===== config.mk =====
export PLATFORM = sky130hd
export DESIGN_NAME = phys_reg_free_list
export DESIGN_NICKNAME = d
export VERILOG_FILES = /design/src/rtl/phys_reg_free_list.sv
export SDC_FILE = /design/constraint.sdc
export NUM_CORES = 1
export LEC_CHECK = 0
export BUFFER_PORTS_ARGS = -buffer_cell sky130_fd_sc_hd__buf_2
export CAP_MARGIN = 20
export CORE_ASPECT_RATIO = 0.75
export CORE_UTILIZATION = 26
export CTS_CLUSTER_DIAMETER = 200
export DETAILED_ROUTE_END_ITERATION = 16
export PLACE_DENSITY = 0.37
export SLEW_MARGIN = 10
export SYNTH_ARGS = -nofsm -noshare
export SYNTH_HDL_FRONTEND = slang
export SYNTH_SLANG_ARGS = --single-unit

===== constraint.sdc =====
create_clock -name clk -period 4 [get_ports clk]
set_input_delay 0.4 -clock clk [delete_from_list [all_inputs] [get_ports clk]]
set_output_delay 0.4 -clock clk [all_outputs]
set_load 0.02 [all_outputs]

===== src/rtl/phys_reg_free_list.sv =====
// Free list of physical D and S register indices for the rename stage.
// Two circular FIFOs with wrap-bit pointers plus per-branch head checkpoints.
module phys_reg_free_list #(
  parameter int NUM_D_PHYS = 32,
  parameter int NUM_D_ARCH = 16,
  parameter int NUM_S_PHYS = 16,
  parameter int NUM_S_ARCH = 8,
  parameter int NUM_CKPT   = 4
) (
  input  logic                            clk,
  input  logic                            n_rst,
  input  logic                            alloc_r,
  input  logic                            alloc_s,
  output logic [$clog2(NUM_D_PHYS)-1:0]   rw_addr,
  output logic [$clog2(NUM_S_PHYS)-1:0]   rs_addr,
  output logic                            r_empty,
  output logic                            s_empty,
  input  logic                            return_r,
  input  logic [$clog2(NUM_D_PHYS)-1:0]   r_addr,
  input  logic                            return_s,
  input  logic [$clog2(NUM_S_PHYS)-1:0]   s_addr,
  input  logic                            ckpt_save,
  input  logic [$clog2(NUM_CKPT)-1:0]     ckpt_save_id,
  input  logic                            ckpt_restore,
  input  logic [$clog2(NUM_CKPT)-1:0]     ckpt_restore_id,
  output logic [$clog2(NUM_D_PHYS):0]     r_free_count,
  output logic [$clog2(NUM_S_PHYS):0]     s_free_count,
  output logic                            overflow_err
);
  localparam int DW = $clog2(NUM_D_PHYS);
  localparam int SW = $clog2(NUM_S_PHYS);

  logic [DW-1:0] d_mem [NUM_D_PHYS];
  logic [SW-1:0] s_mem [NUM_S_PHYS];

  // Pointers carry the wrap bit in their MSB so full and empty differ.
  logic [DW:0] d_head, d_tail, d_head_next, d_count;
  logic [SW:0] s_head, s_tail, s_head_next, s_count;
  logic [DW:0] ck_d [NUM_CKPT];
  logic [SW:0] ck_s [NUM_CKPT];

  logic d_full, s_full, d_alloc, s_alloc, d_push, s_push, save_en;

  always_comb begin
    d_count = d_tail - d_head;
    s_count = s_tail - s_head;
    r_empty = (d_count == '0);
    s_empty = (s_count == '0);
    d_full  = (d_count == (DW+1)'(NUM_D_PHYS));
    s_full  = (s_count == (SW+1)'(NUM_S_PHYS));
    rw_addr = d_mem[d_head[DW-1:0]];
    rs_addr = s_mem[s_head[SW-1:0]];
    r_free_count = d_count;
    s_free_count = s_count;
    // A restore overrides any allocation requested in the same cycle.
    d_alloc = alloc_r && !r_empty && !ckpt_restore;
    s_alloc = alloc_s && !s_empty && !ckpt_restore;
    d_push  = return_r && !d_full;
    s_push  = return_s && !s_full;
    save_en = ckpt_save && !ckpt_restore;
    d_head_next = ckpt_restore ? ck_d[ckpt_restore_id] : d_head + {{DW{1'b0}}, d_alloc};
    s_head_next = ckpt_restore ? ck_s[ckpt_restore_id] : s_head + {{SW{1'b0}}, s_alloc};
  end

  always_ff @(posedge clk) begin
    if (!n_rst) begin
      for (int i = 0; i < NUM_D_PHYS; i++)
        d_mem[i] <= (i < NUM_D_PHYS - NUM_D_ARCH) ? DW'(NUM_D_ARCH + i) : '0;
      d_head <= '0;
      d_tail <= (DW+1)'(NUM_D_PHYS - NUM_D_ARCH);
    end else begin
      if (d_push) d_mem[d_tail[DW-1:0]] <= r_addr;
      d_tail <= d_tail + {{DW{1'b0}}, d_push};
      d_head <= d_head_next;
    end
  end

  always_ff @(posedge clk) begin
    if (!n_rst) begin
      for (int i = 0; i < NUM_S_PHYS; i++)
        s_mem[i] <= (i < NUM_S_PHYS - NUM_S_ARCH) ? SW'(NUM_S_ARCH + i) : '0;
      s_head <= '0;
      s_tail <= (SW+1)'(NUM_S_PHYS - NUM_S_ARCH);
    end else begin
      if (s_push) s_mem[s_tail[SW-1:0]] <= s_addr;
      s_tail <= s_tail + {{SW{1'b0}}, s_push};
      s_head <= s_head_next;
    end
  end

  // Checkpoints capture the post-allocation heads so a restore resumes after this cycle.
  always_ff @(posedge clk) begin
    if (!n_rst) begin
      for (int i = 0; i < NUM_CKPT; i++) begin
        ck_d[i] <= '0;
        ck_s[i] <= '0;
      end
      overflow_err <= 1'b0;
    end else begin
      if (save_en) begin
        ck_d[ckpt_save_id] <= d_head_next;
        ck_s[ckpt_save_id] <= s_head_next;
      end
      if ((return_r && d_full) || (return_s && s_full)) overflow_err <= 1'b1;
    end
  end

endmodule

After elaboration in Yosys (flattened, before gate mapping)
Memories as Yosys holds them, arrays and structs flattened. A register that Yosys moved wholly into a read port is not among the register bits.
Index checks and enable logic that the tools add are counted.
{ "word_totals": {"regBits": 23, "ram_bits": 268, "in_bits": 21, "output_inout_bits": 23, "wordCells": 64, "memories": 4} }
{ "memory_table": {"columns": ["memory", "depth", "width", "read_ports", "rd_clocked_by_memory_dff", "write_ports", "line_no", "source"], "rows": [
  ["d_mem", 32, 5, 1, 1, 32, "33", "logic [DW-1:0] d_mem [NUM_D_PHYS];"],
  ["s_mem", 16, 4, 1, 1, 16, "34", "logic [SW-1:0] s_mem [NUM_S_PHYS];"],
  ["ck_d", 4, 6, 1, 0, 4, "39", "logic [DW:0] ck_d [NUM_CKPT];"],
  ["ck_s", 4, 5, 1, 0, 4, "40", "logic [SW:0] ck_s [NUM_CKPT];"]
]} }
{ "op_classes": {"addsub": 6, "eq_ne": 2, "n_mux": 26, "n_reduce_logical": 21} }
{ "op_table": {"columns": ["operator", "count"], "rows": [
  ["$mux 5", 5],
  ["$mux 1", 14],
  ["$add 6x1->6", 2],
  ["$mux 4", 3],
  ["$mux 6", 2],
  ["$add 5x1->5", 2],
  ["$reduce_or 5->1", 2],
  ["$logic_and 1x1->1", 9],
  ["$eq 6x6->1 const B", 1],
  ["$logic_not 6->1", 1],
  ["$reduce_or 6->1", 1],
  ["$sub 6x6->6", 1],
  ["$eq 5x5->1 const B", 1],
  ["$logic_not 1->1", 5],
  ["$logic_not 5->1", 1],
  ["$sub 5x5->5", 1],
  ["$mux 2", 2],
  ["$reduce_or 4->1", 1],
  ["$logic_or 1x1->1", 1]
]} }

Logic depth before layout (Yosys ltp)
Gate-level depths: netlist (run 1).
{ "logic_depth": {"word_depth": 9, "mapped_depth": 17, "mapped_depth_nobuf": 15} }

Worst setup path after synthesis (run 1)
No wires, ideal clock.
{ "synth_timing": {"kind": "flip-flop to flip-flop", "start": "reg d_head[1]", "end": "mem ck_d[0][4] (netlist name) (data pin)", "setup_time_ns": 0.266, "t_arrival_ns": 3.859, "required_ns": 3.734, "path_slack_ns": -0.125, "stages_incl_launch_ff": 18, "period_less_slack_ns": 4.125, "path_cell_list": "dfxtp_1 -> clkbuf_1 -> clkbuf_1 -> inv_1 -> ha_1 -> nand2b_1 -> a21oi_1 -> xnor2_1 -> inv_1 -> nor4b_1 -> nor3b_1 -> ha_1 -> ha_1 -> nand3_1 -> xnor2_1 -> nor2_1 -> a21oi_1 -> nor2_1"} }
{ "synth_rtl": {"columns": ["element", "line_no", "source"], "rows": [
  ["start: declaration", "37", "logic [DW:0] d_head, d_tail, d_head_next, d_count;"],
  ["start signal: assignment", "74", "d_head <= d_head_next;"],
  ["end: declaration", "39", null]
]} }

==> reports/qor.yml, run 1 <==
critical_path:
  cp_slowest_cell: "dfxtp_1"
  worst-r2r-setup-slack_ps: 440
  cp-startpoint: "s_tail[0]$_SDFF_PN0_"
  cpPeakStageDelay_ps: 440
  crit_path_frequent_cell: "ha_1"
  worst-setup-path-type: "register to register"
  arrival_ps: 3840
  crit_path_start_kind: "register"
  r2r_start: "s_tail[0]$_SDFF_PN0_"
  crit_family: "adder cells"
  crit_chain: "inv_1 > ha_1 > inv_1 > fa_1 > nand3b_1 > a211oi_1 > o2bb2a_1 > nor3b_1 > ha_1 > ha_1 > nand3_1 > xor2_1 > nor2_1 > a21oi_1 > nor3b_1"
  crit_fanout: 7
  crit_buf_inv: 2
  worstPathRequired_ps: 4280
  critPathCaptureType: "register"
synth:
  synth_top_area_cell: "edfxtp_1"
  yosysSeqAreaShare_pct: 60.0
  syn_area_um2: 14200
  ys_ff_latch: 291
  synthXorXnorAreaFrac_pct: 1.29
  synthSimpleGateAreaFrac_pct: 16.8
  synth_top_family_by_area: "simple AND/OR/NAND/NOR gates"
  synth_compound_area_share_pct: 4.52
  synth_top_area_share_pct: 56.7
  synthFlopType: "edfxtp_1"
  synthMuxAreaShare_pct: 12.1
  synthCells: 1112
  yosysWarnings: 0
  synth.top_cells.by_area: "edfxtp_1 57%, mux4_2 8.9%, nor3_1 4.2%"
  synthAdderAreaFrac_pct: 1.78
  yosys.cell_count.top_type: "edfxtp_1"
  synth.cells.most_frequent: "268 x edfxtp_1, 119 x nor3_1, 79 x nor2_1"
  postSynth.asyncResetShare_pct: 0
  syn_nets: 1152
  synth_edf_count: 268
  ys_types: 59
  avgSynthCellArea_um2: 12.8
grt:
  grt_max_degree: 62
  grtUsageTotal_pct: 16.8
  grt.overflow.total: 0
  grt_pass1_vias: 9780
  grt_pass1_wl_um: 68300
  antenna_found_initial: 0
cts:
  clk_latency_ps: 530
  cts.repair.resized: 0
  tritoncts: "done"
  holdBufCountCts: 0
  clkTransAtPathRegs_ps: 60
  clock_path_buffers: 3
  cts.sinks: 291
  htree_levels: 2
  cts-buffers-inserted: 35
  postCtsSetupBuffers: 0
  cts_root_buffer: "clkbuf_16"
placed_design:
  port_buffers: 43
  hpwlAfterDp_um: 31200
  postPlaceCellArea_um2: 15500
  place.gp.congestion: 0.762
  place_ws_ps: 441
route:
  drt-total-wl_um: 45800
  viasPerCell: 4.97
  vias: 9542
  wl_per_cell_um: 23.9
  drt-pass1-iter-count: 5
  ant_nets: 0
  drc: 0
  drt_iter0_markers: 729
outcome:
  status: "finished clean"
sta:
  drv_slew: 0
  setup_viol: 0
  tightest_slew_ps: 999
  fmax_mhz: 281
  slew_headroom_pct: 33.2
  setup-tns-final_ps: 0
  layout_setup_ws_ps: 444
  final_hold_viol_count: 0
  fin_skew_ps: 29.0
  min_period_ps: 3560
  rsz0062_at_grt: "false"
  fin_crit_sh_pct: 88.9
floorplan:
  rows: 73
  start_util_pct: 26.6
  design.die.area_um2: 55500
  core_area_um2: 53400
  io_pins: 44
  die_w_um: 272
  die_h_um: 204
power_and_ir_drop:
  power_mw: 7.66
  power_density_nw_per_um2: 460
  peakVddDrop_uv: 214
  power.leakage_nw: 5.41
hold_path:
  holdCritStartpoint: "s_addr[1]"
  hold_path_class: "primary input to register"
final_layout:
  final_util_pct: 31.2
  drive_above_1_share_pct: 21.0
  num_antenna_cells: 0
  fin_area_um2: 16700
  nets: 1225
  fill_cells: 5447
  syn2layout_area_growth_pct: 17.4
flow_run:
  cap_violations: 0
-- routing by layer --
metal / part of all wire [%] / track usage (%) / wire length [um] / up-vias
li1: - / - / - / 4379
met1: 52 / 26.1 / 23700 / 4885
met2: 41 / 23.8 / 18900 / 228
met3: 5.3 / 2.97 / 2450 / 50
met4: 1.7 / 3.91 / 784 / 0
met5: 0 / 0 / 0 / -
-- layout make-up --
cell class | instances | area [um^2] | share of cell area (%)
Sequential cell | 291 | 8510 | 51.1
Timing Repair Buffer | 128 | 866 | 5.20
Clock buffer | 45 | 943 | 5.66
Inverter | 25 | 93.8 | 0.563
Multi-Input combinational cell | 704 | 5180 | 31.1
Clock inverter | 15 | 174 | 1.04
Tap cell | 712 | 891 | 5.35
-- path summary, 6_finish.rpt --
kind	cells past startpoint	to
min reg2reg	2	d_tail[5]$_SDFF_PN0_
min	2	s_mem[7][1]$_SDFFCE_PN1P_
max reg2reg	15	ck_s[1][4]$_SDFFCE_PN0P_
max	15	ck_s[1][4]$_SDFFCE_PN0P_
-- where the power goes --
part	internal [mW]	total [mW]	switching, mW
Combinational	0.344	0.995	0.651
Sequential	3.41	3.45	0.0406
Clock	1.92	3.21	1.30
Total	5.67	7.66	1.99
-- cell usage in the layout (no fill, tap or decap), types with 2 or more instances in the layout --
cell       synthesis  final
a21oi_1           18     18
a22oi_1           10     10
and2_1            12     12
and3_1            11     11
buf_2             28     43
buf_4              0     84
bufinv_16          0      4
clkbuf_1          57      7
clkbuf_16          0     35
clkbuf_8           0      3
clkinv_1           2      9
clkinv_2           0      2
dfxtp_1           23     22
edfxtp_1         268    268
fa_1               2      2
ha_1              17     17
inv_1             22     22
mux2i_1           44     44
mux4_2            56     56
nand2_1           75     75
nand2b_1           9      9
nand3_1           72     72
nand3b_1           7      7
nand4_1            4      4
nor2_1            79     79
nor2_2            10     10
nor2b_1           19     19
nor3_1           119    119
nor3_2             2      2
nor3b_1           10     10
o211a_1            2      2
o21ai_0           20     20
o31ai_1           32     32
or3_1             12     12
or3_4              2      2
or3b_2             2      2
or4_1             16     16
xnor2_1           13     13
xor2_1             6      6
-- kinds of logic after synthesis --
group / count (synthesis)
buffers and inverters: 117
AND/OR/NAND/NOR: 469
adder cells (fa/ha/maj): 19
flip-flops: 291
XOR/XNOR: 20
AO/OA/AOI/OAI: 95
multiplexers: 101
-- state kept, by name, summed over array words and instances, names as in the netlist --
register      count
s_mem            64
d_tail            6
d_mem           160
ck_s             20
overflow_err      1
d_head            6
s_head            5
ck_d             24
s_tail            5
-- through the flow --
step,cells,hold WS (ps)
2_1_floorplan,1112,476
3_3_place_gp,1860,495
3_5_place_dp,1860,524
4_1_cts,1920,269
5_1_grt,1920,287
6_report,1920,275
(Power assumes the default switching activity.)
==> inputs of run 2 (changes only) <==
--- a/config.mk
+++ b/config.mk
@@ -5,6 +5,7 @@
 export SDC_FILE = /design/constraint.sdc
 export NUM_CORES = 1
 export LEC_CHECK = 0
+export ABC_AREA = 1
 export BUFFER_PORTS_ARGS = -buffer_cell sky130_fd_sc_hd__buf_2
 export CAP_MARGIN = 20
 export CORE_ASPECT_RATIO = 0.75
==> run 2 against run 1 <==
  * Synthesized area increased by 0.37%
  * Cell area decreased by 1.9%
  * Critical path type is now register to output port
  * Clock-buffer cell count increased by 4
  * Final cell count increased by 19%
  * Via count increased by 15%
  * Combinational power decreased by 2%
  * Maximum frequency increased by 7.8%
  * Sequential share of layout area increased by 0.98 points
  * Flip-flop and latch count unchanged
  * Setup slack improved by 260 ps
==> reports/qor.yml, run 2 <==
outcome:
  status: "finished clean"
power_and_ir_drop:
  power.leakage_nw: 6.06  # +12%
  peakVddDrop_uv: 235  # +9.7%
  power_density_nw_per_um2: 476  # +3.4%
  power_mw: 7.77  # +1.4%
cts:
  clk_latency_ps: 550  # +20 ps
  clock_path_buffers: 3  # unchanged
  clkTransAtPathRegs_ps: 60  # about the same
  cts-buffers-inserted: 36  # +2.9%
  postCtsSetupBuffers: 0  # unchanged
  tritoncts: "done"
  holdBufCountCts: 0  # unchanged
  cts.sinks: 291  # unchanged
  cts.repair.resized: 0  # unchanged
  cts_root_buffer: "clkbuf_16"
  htree_levels: 2  # unchanged
floorplan:
  io_pins: 44  # unchanged
  rows: 73  # unchanged
  start_util_pct: 26.6  # +0.053 points
  core_area_um2: 53500  # +0.17%
  design.die.area_um2: 55700  # +0.37%
  die_h_um: 205  # +0.18%
  die_w_um: 272  # +0.18%
sta:
  fin_crit_sh_pct: 82.5  # -6.4 points
  setup_viol: 0  # unchanged
  min_period_ps: 3300  # -257 ps
  fin_skew_ps: 31.8  # +2.79 ps
  final_hold_viol_count: 0  # unchanged
  rsz0062_at_grt: "false"
  slew_headroom_pct: 36.0  # +2.8 points
  tightest_slew_ps: 959  # -39.3 ps
  fmax_mhz: 303  # +7.8%
  drv_slew: 0  # unchanged
  setup-tns-final_ps: 0  # unchanged
synth:
  synthFlopType: "edfxtp_1"
  ys_types: 35  # -41%
  ys_ff_latch: 291  # unchanged
  synth.cells.most_frequent: "410 x nor2_1, 268 x edfxtp_1, 186 x nand2_1"
  synthCells: 1534  # +38%
  syn_nets: 1574  # +37%
  synth_edf_count: 268  # unchanged
  postSynth.asyncResetShare_pct: 0  # unchanged
  yosysWarnings: 0  # unchanged
  synth_top_area_share_pct: 56.5  # -0.21 points
  avgSynthCellArea_um2: 9.28  # -27%
  synth_top_area_cell: "edfxtp_1"
  yosysSeqAreaShare_pct: 59.7  # -0.22 points
  synth.top_cells.by_area: "edfxtp_1 57%, nor2_1 11%, nand2_1 4.9%"
  yosys.cell_count.top_type: "nor2_1"
  syn_area_um2: 14200  # +0.37%
final_layout:
  fin_area_um2: 16300  # -1.9%
  nets: 1591  # +30%
  reg_top3: "d_mem (160), s_mem (64), ck_d (24)"
  num_antenna_cells: 0  # unchanged
  fill_cells: 5682  # +4.3%
  layout_commonest_cell: "nor2_1"
  largest_reg_flops: 160  # unchanged
  syn2layout_area_growth_pct: 14.8
  layout_common_cells: "410 x nor2_1, 268 x edfxtp_1, 186 x nand2_1, 134 x o21ai_0, 123 x nand3_1"
  drive_above_1_share_pct: 9.64  # -11 points
  regMostFlops: "d_mem"
hold_path:
  hold_path_class: "primary input to register"
grt:
  grtUsageTotal_pct: 16.4  # -0.40 points
  grt_max_degree: 62  # unchanged
  grt_pass1_wl_um: 68900  # +0.87%
  antenna_found_initial: 0  # unchanged
  grt.overflow.total: 0  # unchanged
  grt_pass1_vias: 10807  # +11%
critical_path:
  crit_fanout: 58  # +51
  crit_chain: "buf_4 > inv_2 > buf_4 > o21ai_0 > o211ai_1 > nand3_1 > nand2_1 > nand2_1 > inv_1 > buf_2"
  critPathCaptureType: "output port"
  worstPathRequired_ps: 3600  # -680 ps
  cp_slowest_cell: "buf_4"
  cpPeakStageDelay_ps: 510  # +70 ps
  crit_family: "buffers and inverters"
  arrival_ps: 2900  # -940 ps
  crit_path_start_kind: "register"
  worst-setup-path-type: "register to output port"
  crit_buf_inv: 5  # +3
placed_design:
  postPlaceCellArea_um2: 15200  # -2.3%
  place.gp.congestion: 0.753  # -1.2%
  port_buffers: 43  # unchanged
  hpwlAfterDp_um: 29000  # -7.2%
route:
  drt-total-wl_um: 45400  # -0.97%
  ant_nets: 0  # unchanged
  drt-pass1-iter-count: 7  # +2
  wl_per_cell_um: 19.8  # -17%
  drt_iter0_markers: 870  # +19%
  drc: 0  # unchanged
  vias: 11021  # +15%
  viasPerCell: 4.82  # -3.1%
flow_run:
  cap_violations: 0  # unchanged
## run 2: changes by cell type after synthesis, moves of 25 or more
cell      previous run  this run
inv_1               22        98
mux2i_1             44         0
mux4_2              56         0
nand2_1             75       186
nand3_1             72       123
nand4_1              4        56
nor2_1              79       410
nor3_1             119         2
o211ai_1             1        26
o21ai_0             20       134
o22ai_1              0        27
o31ai_1             32         0
## run 2: path summary, 6_finish.rpt
kind / from / end / slack [ps] / cells after the start
setup / recovery: d_head[0]$_SDFF_PN0_ / rw_addr[0] / 700 / 10
hold reg to reg: d_tail[5]$_SDFF_PN0_ / d_tail[5]$_SDFF_PN0_ / 470 / 1
setup reg to reg: d_tail[0]$_SDFF_PN0_ / ck_d[2][4]$_SDFFCE_PN0P_ / 820 / 19
hold / removal: ckpt_save_id[0] / ck_s[1][2]$_SDFFCE_PN0P_ / 190 / 3
## run 2: power by group
part           leakage, nW  internal, mW  switching [mW]  total [mW]
clock network        0.560          1.99            1.35        3.34
registers             2.72          3.42          0.0390        3.46
logic                 2.78         0.247           0.731       0.978
total                 6.06          5.66            2.12        7.77
## run 2: final cells by class
type,count,area [um^2],area share (%)
sequential,291,8510,52.1
multi-input combinational,1042,4930,30.1
clock buffer,49,950,5.81
tap,712,891,5.45
timing repair buffer,77,473,2.89
inverter,103,387,2.37
clock inverter,14,210,1.29
## run 2: worst min-delay path, delay by kind of cell
family	cells	cell delay, ps
buf+inv	2	160
simple gates	1	70
## run 2: kinds of logic (layout without fill, tap and decap cells)
family	Yosys count	after routing	synth area share [%]
simple gates	795	795	23.6
flops	291	291	59.7
compound gates	221	221	8.74
buf+inv	201	243	5.71
fa+ha+maj	19	19	1.77
xor+xnor	7	7	0.430
## run 2: stage by stage
| step | hold slack (ps) | setup WS [ps] | utilization, % | std cells |
|---|---|---|---|---|
| 2_1_floorplan | 442 | 521 | - | 1534 |
| 3_3_place_gp | 452 | 899 | 28.4 | 2225 |
| 3_5_place_dp | 462 | 836 | 28.4 | 2225 |
| 4_1_cts | 161 | 692 | 30.5 | 2288 |
| 5_1_grt | 188 | 485 | 30.5 | 2288 |
| 6_report | 191 | 701 | 30.5 | 2288 |
## run 2: routing by layer
layer	wire (um)	up-vias	part of all wire (%)	GRT usage [%]
li1	-	5326	-	-
met1	23200	5386	51	24.8
met2	19100	239	42	23.5
met3	1980	70	4.4	2.66
met4	1120	0	2.5	5.04
met5	0	-	0	0
